[src/rtl/irrigation_countdown.sv]
// mm:ss BCD down-counter driving an irrigation valve; counts prescaled 1 Hz ticks
// while running and pulses done for one cycle when it reaches 00:00.
module irrigation_countdown #(
  parameter int unsigned TICK_DIV = 1
) (
  input  logic       clk,
  input  logic       clear,
  input  logic       tick,
  input  logic       load,
  input  logic       start,
  input  logic       stop,
  input  logic [3:0] preset_min_t,
  input  logic [3:0] preset_min_u,
  input  logic [2:0] preset_sec_t,
  input  logic [3:0] preset_sec_u,
  output logic [3:0] min_t,
  output logic [3:0] min_u,
  output logic [2:0] sec_t,
  output logic [3:0] sec_u,
  output logic       valve_on,
  output logic       paused,
  output logic       done
);

  typedef enum logic [1:0] {
    S_IDLE  = 2'd0,
    S_RUN   = 2'd1,
    S_PAUSE = 2'd2,
    S_DONE  = 2'd3
  } state_t;

  localparam logic [15:0] PRE_LAST = 16'(TICK_DIV - 1);

  state_t      r_state;
  logic [3:0]  r_min_t, r_min_u, r_sec_u;
  logic [2:0]  r_sec_t;
  logic [15:0] r_pre;
  logic        r_valve_on, r_paused, r_done;

  logic [3:0]  w_ld_min_t, w_ld_min_u, w_ld_sec_u;
  logic [2:0]  w_ld_sec_t;
  logic [3:0]  w_dec_min_t, w_dec_min_u, w_dec_sec_u;
  logic [2:0]  w_dec_sec_t;
  logic        w_borrow_su, w_borrow_st, w_borrow_mu;
  logic        w_count_zero, w_dec_zero, w_pre_wrap;

  // Out-of-range preset digits saturate to the largest legal digit.
  assign w_ld_min_t = (preset_min_t > 4'd9) ? 4'd9 : preset_min_t;
  assign w_ld_min_u = (preset_min_u > 4'd9) ? 4'd9 : preset_min_u;
  assign w_ld_sec_t = (preset_sec_t > 3'd5) ? 3'd5 : preset_sec_t;
  assign w_ld_sec_u = (preset_sec_u > 4'd9) ? 4'd9 : preset_sec_u;

  always_comb begin
    w_borrow_su = (r_sec_u == 4'd0);
    w_dec_sec_u = w_borrow_su ? 4'd9 : (r_sec_u - 4'd1);
    w_borrow_st = w_borrow_su && (r_sec_t == 3'd0);
    w_dec_sec_t = r_sec_t;
    if (w_borrow_su) w_dec_sec_t = (r_sec_t == 3'd0) ? 3'd5 : (r_sec_t - 3'd1);
    w_borrow_mu = w_borrow_st && (r_min_u == 4'd0);
    w_dec_min_u = r_min_u;
    if (w_borrow_st) w_dec_min_u = (r_min_u == 4'd0) ? 4'd9 : (r_min_u - 4'd1);
    w_dec_min_t = w_borrow_mu ? (r_min_t - 4'd1) : r_min_t;
  end

  assign w_count_zero = (r_min_t == 4'd0) && (r_min_u == 4'd0) &&
                        (r_sec_t == 3'd0) && (r_sec_u == 4'd0);
  assign w_dec_zero   = (w_dec_min_t == 4'd0) && (w_dec_min_u == 4'd0) &&
                        (w_dec_sec_t == 3'd0) && (w_dec_sec_u == 4'd0);
  assign w_pre_wrap   = (r_pre == PRE_LAST);

  always_ff @(posedge clk or posedge clear) begin
    if (clear) begin
      r_state    <= S_IDLE;
      r_min_t    <= 4'd0;
      r_min_u    <= 4'd0;
      r_sec_t    <= 3'd0;
      r_sec_u    <= 4'd0;
      r_pre      <= 16'd0;
      r_valve_on <= 1'b0;
      r_paused   <= 1'b0;
      r_done     <= 1'b0;
    end else begin
      r_done <= 1'b0;
      // A load issued while running is dropped, so lower-priority inputs still apply.
      if (load && (r_state != S_RUN)) begin
        r_state    <= S_IDLE;
        r_min_t    <= w_ld_min_t;
        r_min_u    <= w_ld_min_u;
        r_sec_t    <= w_ld_sec_t;
        r_sec_u    <= w_ld_sec_u;
        r_pre      <= 16'd0;
        r_valve_on <= 1'b0;
        r_paused   <= 1'b0;
      end else begin
        case (r_state)
          S_IDLE: begin
            if (start) begin
              if (w_count_zero) begin
                r_state <= S_DONE;
                r_done  <= 1'b1;
              end else begin
                r_state    <= S_RUN;
                r_valve_on <= 1'b1;
              end
            end
          end
          S_RUN: begin
            if (stop) begin
              r_state    <= S_PAUSE;
              r_pre      <= 16'd0;
              r_valve_on <= 1'b0;
              r_paused   <= 1'b1;
            end else if (tick) begin
              if (w_pre_wrap) begin
                r_pre   <= 16'd0;
                r_min_t <= w_dec_min_t;
                r_min_u <= w_dec_min_u;
                r_sec_t <= w_dec_sec_t;
                r_sec_u <= w_dec_sec_u;
                if (w_dec_zero) begin
                  r_state    <= S_DONE;
                  r_valve_on <= 1'b0;
                  r_done     <= 1'b1;
                end
              end else begin
                r_pre <= r_pre + 16'd1;
              end
            end
          end
          S_PAUSE: begin
            if (start) begin
              r_state    <= S_RUN;
              r_valve_on <= 1'b1;
              r_paused   <= 1'b0;
            end
          end
          S_DONE: begin
          end
          default: begin
            r_state    <= S_IDLE;
            r_valve_on <= 1'b0;
            r_paused   <= 1'b0;
          end
        endcase
      end
    end
  end

  assign min_t    = r_min_t;
  assign min_u    = r_min_u;
  assign sec_t    = r_sec_t;
  assign sec_u    = r_sec_u;
  assign valve_on = r_valve_on;
  assign paused   = r_paused;
  assign done     = r_done;

endmodule

[config.mk]
export PLATFORM = sky130hd
export DESIGN_NAME = irrigation_countdown
export DESIGN_NICKNAME = d
export VERILOG_FILES = /design/src/rtl/irrigation_countdown.sv
export SDC_FILE = /design/constraint.sdc
export NUM_CORES = 1
export LEC_CHECK = 0
export CORE_ASPECT_RATIO = 1.25
export CORE_MARGIN = 3
export CORE_UTILIZATION = 57
export CTS_BUF_LIST = sky130_fd_sc_hd__clkbuf_16
export DETAILED_ROUTE_END_ITERATION = 8
export PLACE_DENSITY = 0.81
export SLEW_MARGIN = 20
export SYNTH_ARGS = -nofsm -noshare
export SYNTH_HDL_FRONTEND = slang
export SYNTH_SLANG_ARGS = --single-unit
[constraint.sdc]
create_clock -name clk -period 5.2 [get_ports clk]
set_input_delay 1.56 -clock clk [delete_from_list [all_inputs] [get_ports clk]]
set_output_delay 1.56 -clock clk [all_outputs]
set_load 0.02 [all_outputs]
* After elaboration in Yosys (flattened, before gate mapping)
Cells that the tools add are included.
** Operators by class
- Add/sub/neg operators :: 5
- $lt $le $gt $ge :: 4
- Equality and inequality tests :: 11
- Muxes and demuxes :: 65
- Reductions and logical operators :: 30
** Operators with widths (number)
- 4-bit 2-to-1 mux :: 22
- 16-bit 2-to-1 mux :: 5
- 4-bit logical NOT :: 6
- 3-bit 2-to-1 mux :: 8
- 1-bit 2-to-1 mux :: 18
- 16-bit by 1-bit adder with 16-bit output (second input constant) :: 1
- 16-bit logical NOT :: 1
- 2-bit 2-to-1 mux :: 8
- 4-bit > comparator (second input constant) :: 3
- 3-bit != test (second input constant) :: 4
- 4-bit != test (second input constant) :: 3
- 4-bit by 1-bit subtractor with 4-bit output (second input constant) :: 3
- 1-bit logical AND :: 9
- 7-bit AND reduction :: 1
- 3-bit logical NOT :: 2
- 2-bit case mux with 3 select lines :: 1
- 6-bit AND reduction :: 1
- 2-bit nonzero test :: 3
- 3-bit nonzero test :: 2
- 2-bit by 1-bit != test with 1-bit output (second input constant) :: 2
- 1-bit case mux with 2 select lines :: 2
- 4-bit AND reduction :: 1
- 4-bit nonzero test :: 1
- 3-bit > comparator (second input constant) :: 1
- other kinds (7) :: 7
** Word-level totals
- Register bits :: 36
- Output and inout port bits :: 18

* Depth between registers and ports, before layout
- Depth after elaboration :: 14
- Depth in mapped cells :: 9

* Worst setup path after synthesis
Ideal clock, no wire load.
- Path kind :: input port to flip-flop
- Start :: input stop
- End :: register r_min_t[1], in the netlist min_t[1]
- Arrival :: 2.809 ns
- Path slack :: 2.309 ns
- Stages :: 5
- Cell sequence :: nor2b_1 -> nand2_2 -> nor4_4 -> mux2_2 -> o21ai_0
** On the way
- Cells in the longest elaborated chain, start to end :: 2
** Ends and longest elaborated chain
- start, declared :: RTL line 11 : input logic stop,
- 2-bit by 1-bit != test with 1-bit output (no line)
- 4-bit AND reduction (no line)
- end signal, assigned :: RTL line 87 : r_min_t <= w_ld_min_t;
- end signal, assigned :: RTL line 116 : r_min_t <= w_dec_min_t;
- end, declared :: RTL line 35 : logic [3:0] r_min_t, r_min_u, r_sec_u;
Every way passes these cells.
A chain may end at the register's enable or synchronous reset.

* Final worst setup path
- Start :: input load
- End :: register r_pre[14]
** On the way
- Cells in the longest elaborated chain, start to end :: 3
** Ends and longest elaborated chain
- start, declared :: RTL line 9 : input logic load,
- 1-bit logical AND (*) :: RTL line 85 : if (load && (r_state != S_RUN)) begin
- 3-bit nonzero test (no line) or 2-bit nonzero test (tied branches)
- 2-bit AND reduction (no line)
- end signal, assigned :: RTL line 126 : r_pre <= r_pre + 16'd1;
- end, declared :: RTL line 37 : logic [15:0] r_pre;
Every way passes the cells marked *; elsewhere a longest branch is shown, timed or not.

==> impl_results.md <==
- Status: complete, no violations
- Area contributors post-synth: dfrtp_1 38%, nor2_1 6.1%, xnor2_1 6.0%
- Worst hold path type: reg2reg
- Post-detail-place hpwl: ~3800 um
- Pin count of the biggest net entering global routing: 37
- Adder-cell share of the synthesized area: 3.74%
- CTS Sinks: 36
- Routed via count: ~2.1k
- H-tree depth: 2
- Setup TNS: 0 ns
- Final Setup Violations: 0
- WHS: 0.537 ns
- Post-Synth XOR/XNOR Area: under 10%
- Initial Util: approximately three fifths
- Crit path kind: in2reg
- Avg WL per Cell: ~15 um
- Post-CTS Hold Fix Bufs: 0
- Io pins: 39
- Post-synth EDFFs: 0
- Post-synth top cells: 38 x nor2_1, 36 x dfrtp_1, 17 x inv_1
- Post-Syn Instances: roughly 260
- P&R area growth vs syn: 24.8%
- Synth Area in Simple Gates: between 20 and 30%
- Drt pass-1 iters: 4
- Tmin final: around 3.6 ns
- CTS Buf Count: 5
- Clock Latency Late Sink: 0.28 ns
- Core Region: 3880 um2
- # fillers: 280
- Vias in the first global route: 2014
- CP Data Required Time: between 5 and 6 ns
- Vias per cell: approximately 5.8
- Final nets: ~330
- Synth Warn #: 0
- Crit end category: flip-flop
- Slew @ Worst Pin: roughly 0.84 ns
- First-pass GRT wire length: about 9300 um
- Postcts setup bufs: 0
- Yosys top cell by area: dfrtp_1
- Gr ovfl total: 0
- Portion of netlist area occupied by mux cells: between 3 and 4%
- Post-cts repair resize count: 0
- Synth Net Count: ~290
- Antenna violations before repair: 0
- Tot Pwr: roughly 0.0014 W
- FP Rows: 25
- Buffers on Ports: 38
- Top FF cell, synth: dfrtp_1
- CTS tree: done
- Clock skew: 0.00715 ns
- Antenna-violating nets left: 0
- Clk slew on worst S/H paths: approximately 0.060 ns
- Max cap viols: 0
- Final period util: about 68%
- Compound-cell area share of the yosys netlist: 14.6%
- Die height: slightly below 80 um
- RSZ-0062 raised after global routing: no
- Critical path data arrival time: between 3 and 4 ns
- Final Max Tran Viols: 0
- Rel. slew slack: ~44%
- Largest family of logic cells by synthesized area: simple AND/OR/NAND/NOR gates
- Register area share after synthesis: ~38%
- Share of cells above drive strength 1: a little over a tenth
- DRT iter0 DRCs: around 130
- Synth top area share: 38.5%
- Post-synthesis cell area: between 2000 and 2500 um2
- Die ar.: 4920 um2
- Ys async rst share: 100%
- Layout Utilization: about three quarters
- Synthesized area per cell: around 9 um2
- Worst Path Max Fanout: 18
- Cell variety after synth: 54
- CTS Buffer Depth: 2
- Die width: around 63 um
- GRT Util Overall: between 20% and 30%
- Most numerous cell in the Yosys netlist: nor2_1
- Fmax: 0.282 GHz
- DRC errors left: 0
- Final wirelength: about 5500 um
- Worst VDD drop: between 0.2 and 0.25 mV
- Power per cell area: 490 nW/um2
- Root cell of the clock tree: clkbuf_16
- Nature of the critical path startpoint: primary input
- Static Leak: 1.14 nW
- Antenna fix cells: 0
- Endpoints failing hold: 0
- Synth Register Bits: 36
- Final weighted congestion in routability-driven placement: around 0.86
==> cell type report <==
class / instances / area [um2] / area share (%)
Clock buffer: 5 / 125 / 4.28
Clock inverter: 3 / 38.8 / 1.33
Inverter: 17 / 63.8 / 2.18
Multi-Input combinational cell: 201 / 1340 / 45.8
Sequential cell: 36 / 901 / 30.8
Tap cell: 54 / 67.6 / 2.31
Timing Repair Buffer: 39 / 388 / 13.3
==> where the power goes <==
part | leakage (nW) | internal [W] | switching [W]
registers | 0.465 | 0.000349 | 0.0000987
logic | 0.591 | 0.000299 | 0.000347
clock network | 0.0850 | 0.000223 | 0.000115
total | 1.14 | 0.000871 | 0.000561
==> worst max-delay path, cell delays in order <==
cell and delay [ns]:
clkdlybuf4s50_1 0.55, nand2b_1 0.40, and3_1 0.38, nor2_1 0.65, nor2_1 0.13
==> metrics by stage <==
step	std cells	setup WS (ns)	cell area, um2
6_report	355	1.65	2920
5_1_grt	355	1.43	2920
4_1_cts	355	1.68	2920
3_5_place_dp	347	1.40	2760
3_3_place_gp	347	1.43	2760
2_1_floorplan	261	2.31	2340
==> cells by family after synthesis <==
group | Yosys count
xor+xnor | 18
flops | 36
buf+inv | 24
fa+ha+maj | 7
compound gates | 52
simple gates | 117
mux | 7
==> registers in the layout (all words and copies together) (netlist names), 2 cells and up <==
signal   count
sec_t        3
r_state      2
min_t        4
min_u        4
r_pre       16
sec_u        4
==> final timing paths <==
path / start / to / slack, ns / depth (start not counted)
setup reg to reg: r_pre[0]$_DFFE_PP0P_ / r_pre[14]$_DFFE_PP0P_ / 2.20 / 7
setup / recovery: load / r_pre[14]$_DFFE_PP0P_ / 1.65 / 5
hold reg to reg: valve_on$_DFFE_PP0P_ / valve_on$_DFFE_PP0P_ / 0.54 / 1
max in group asynchronous: clear / r_pre[6]$_DFFE_PP0P_ / 3.18 / 3
hold / removal: valve_on$_DFFE_PP0P_ / valve_on$_DFFE_PP0P_ / 0.54 / 1
min in group asynchronous: clear / min_t[0]$_DFFE_PP0P_ / 1.69 / 3
==> placed cells by master, fill, tap and decap left out, types with 2 or more instances in the layout <==
| cell | count |
|---|---|
| a21bo_2 | 2 |
| a21oi_1 | 11 |
| a22oi_1 | 4 |
| a31oi_1 | 5 |
| and2b_2 | 2 |
| and3_1 | 2 |
| clkbuf_16 | 5 |
| clkdlybuf4s50_1 | 38 |
| dfrtp_1 | 36 |
| ha_1 | 7 |
| inv_1 | 18 |
| mux2i_1 | 6 |
| nand2_1 | 13 |
| nand2_2 | 2 |
| nand2b_1 | 2 |
| nand3_1 | 9 |
| nand3b_1 | 5 |
| nand4_1 | 7 |
| nor2_1 | 38 |
| nor2b_1 | 6 |
| nor3_1 | 5 |
| nor3_2 | 2 |
| nor4_1 | 8 |
| nor4_4 | 2 |
| o21ai_0 | 15 |
| o22ai_1 | 2 |
| or2_2 | 4 |
| xnor2_1 | 16 |
| xor2_1 | 2 |
==> per-layer routing <==
layer / GRT usage (%) / share of wire [%] / vias up / routed length (um)
met5: 0 / 0 / - / 0
met4: 7.78 / 1.1 / 0 / 60
met3: 5.21 / 5.2 / 8 / 285
met2: 38.6 / 50 / 52 / 2720
met1: 30.7 / 44 / 991 / 2420
li1: - / - / 1011 / -
No activity file was read; power rests on OpenSTA's default activity.
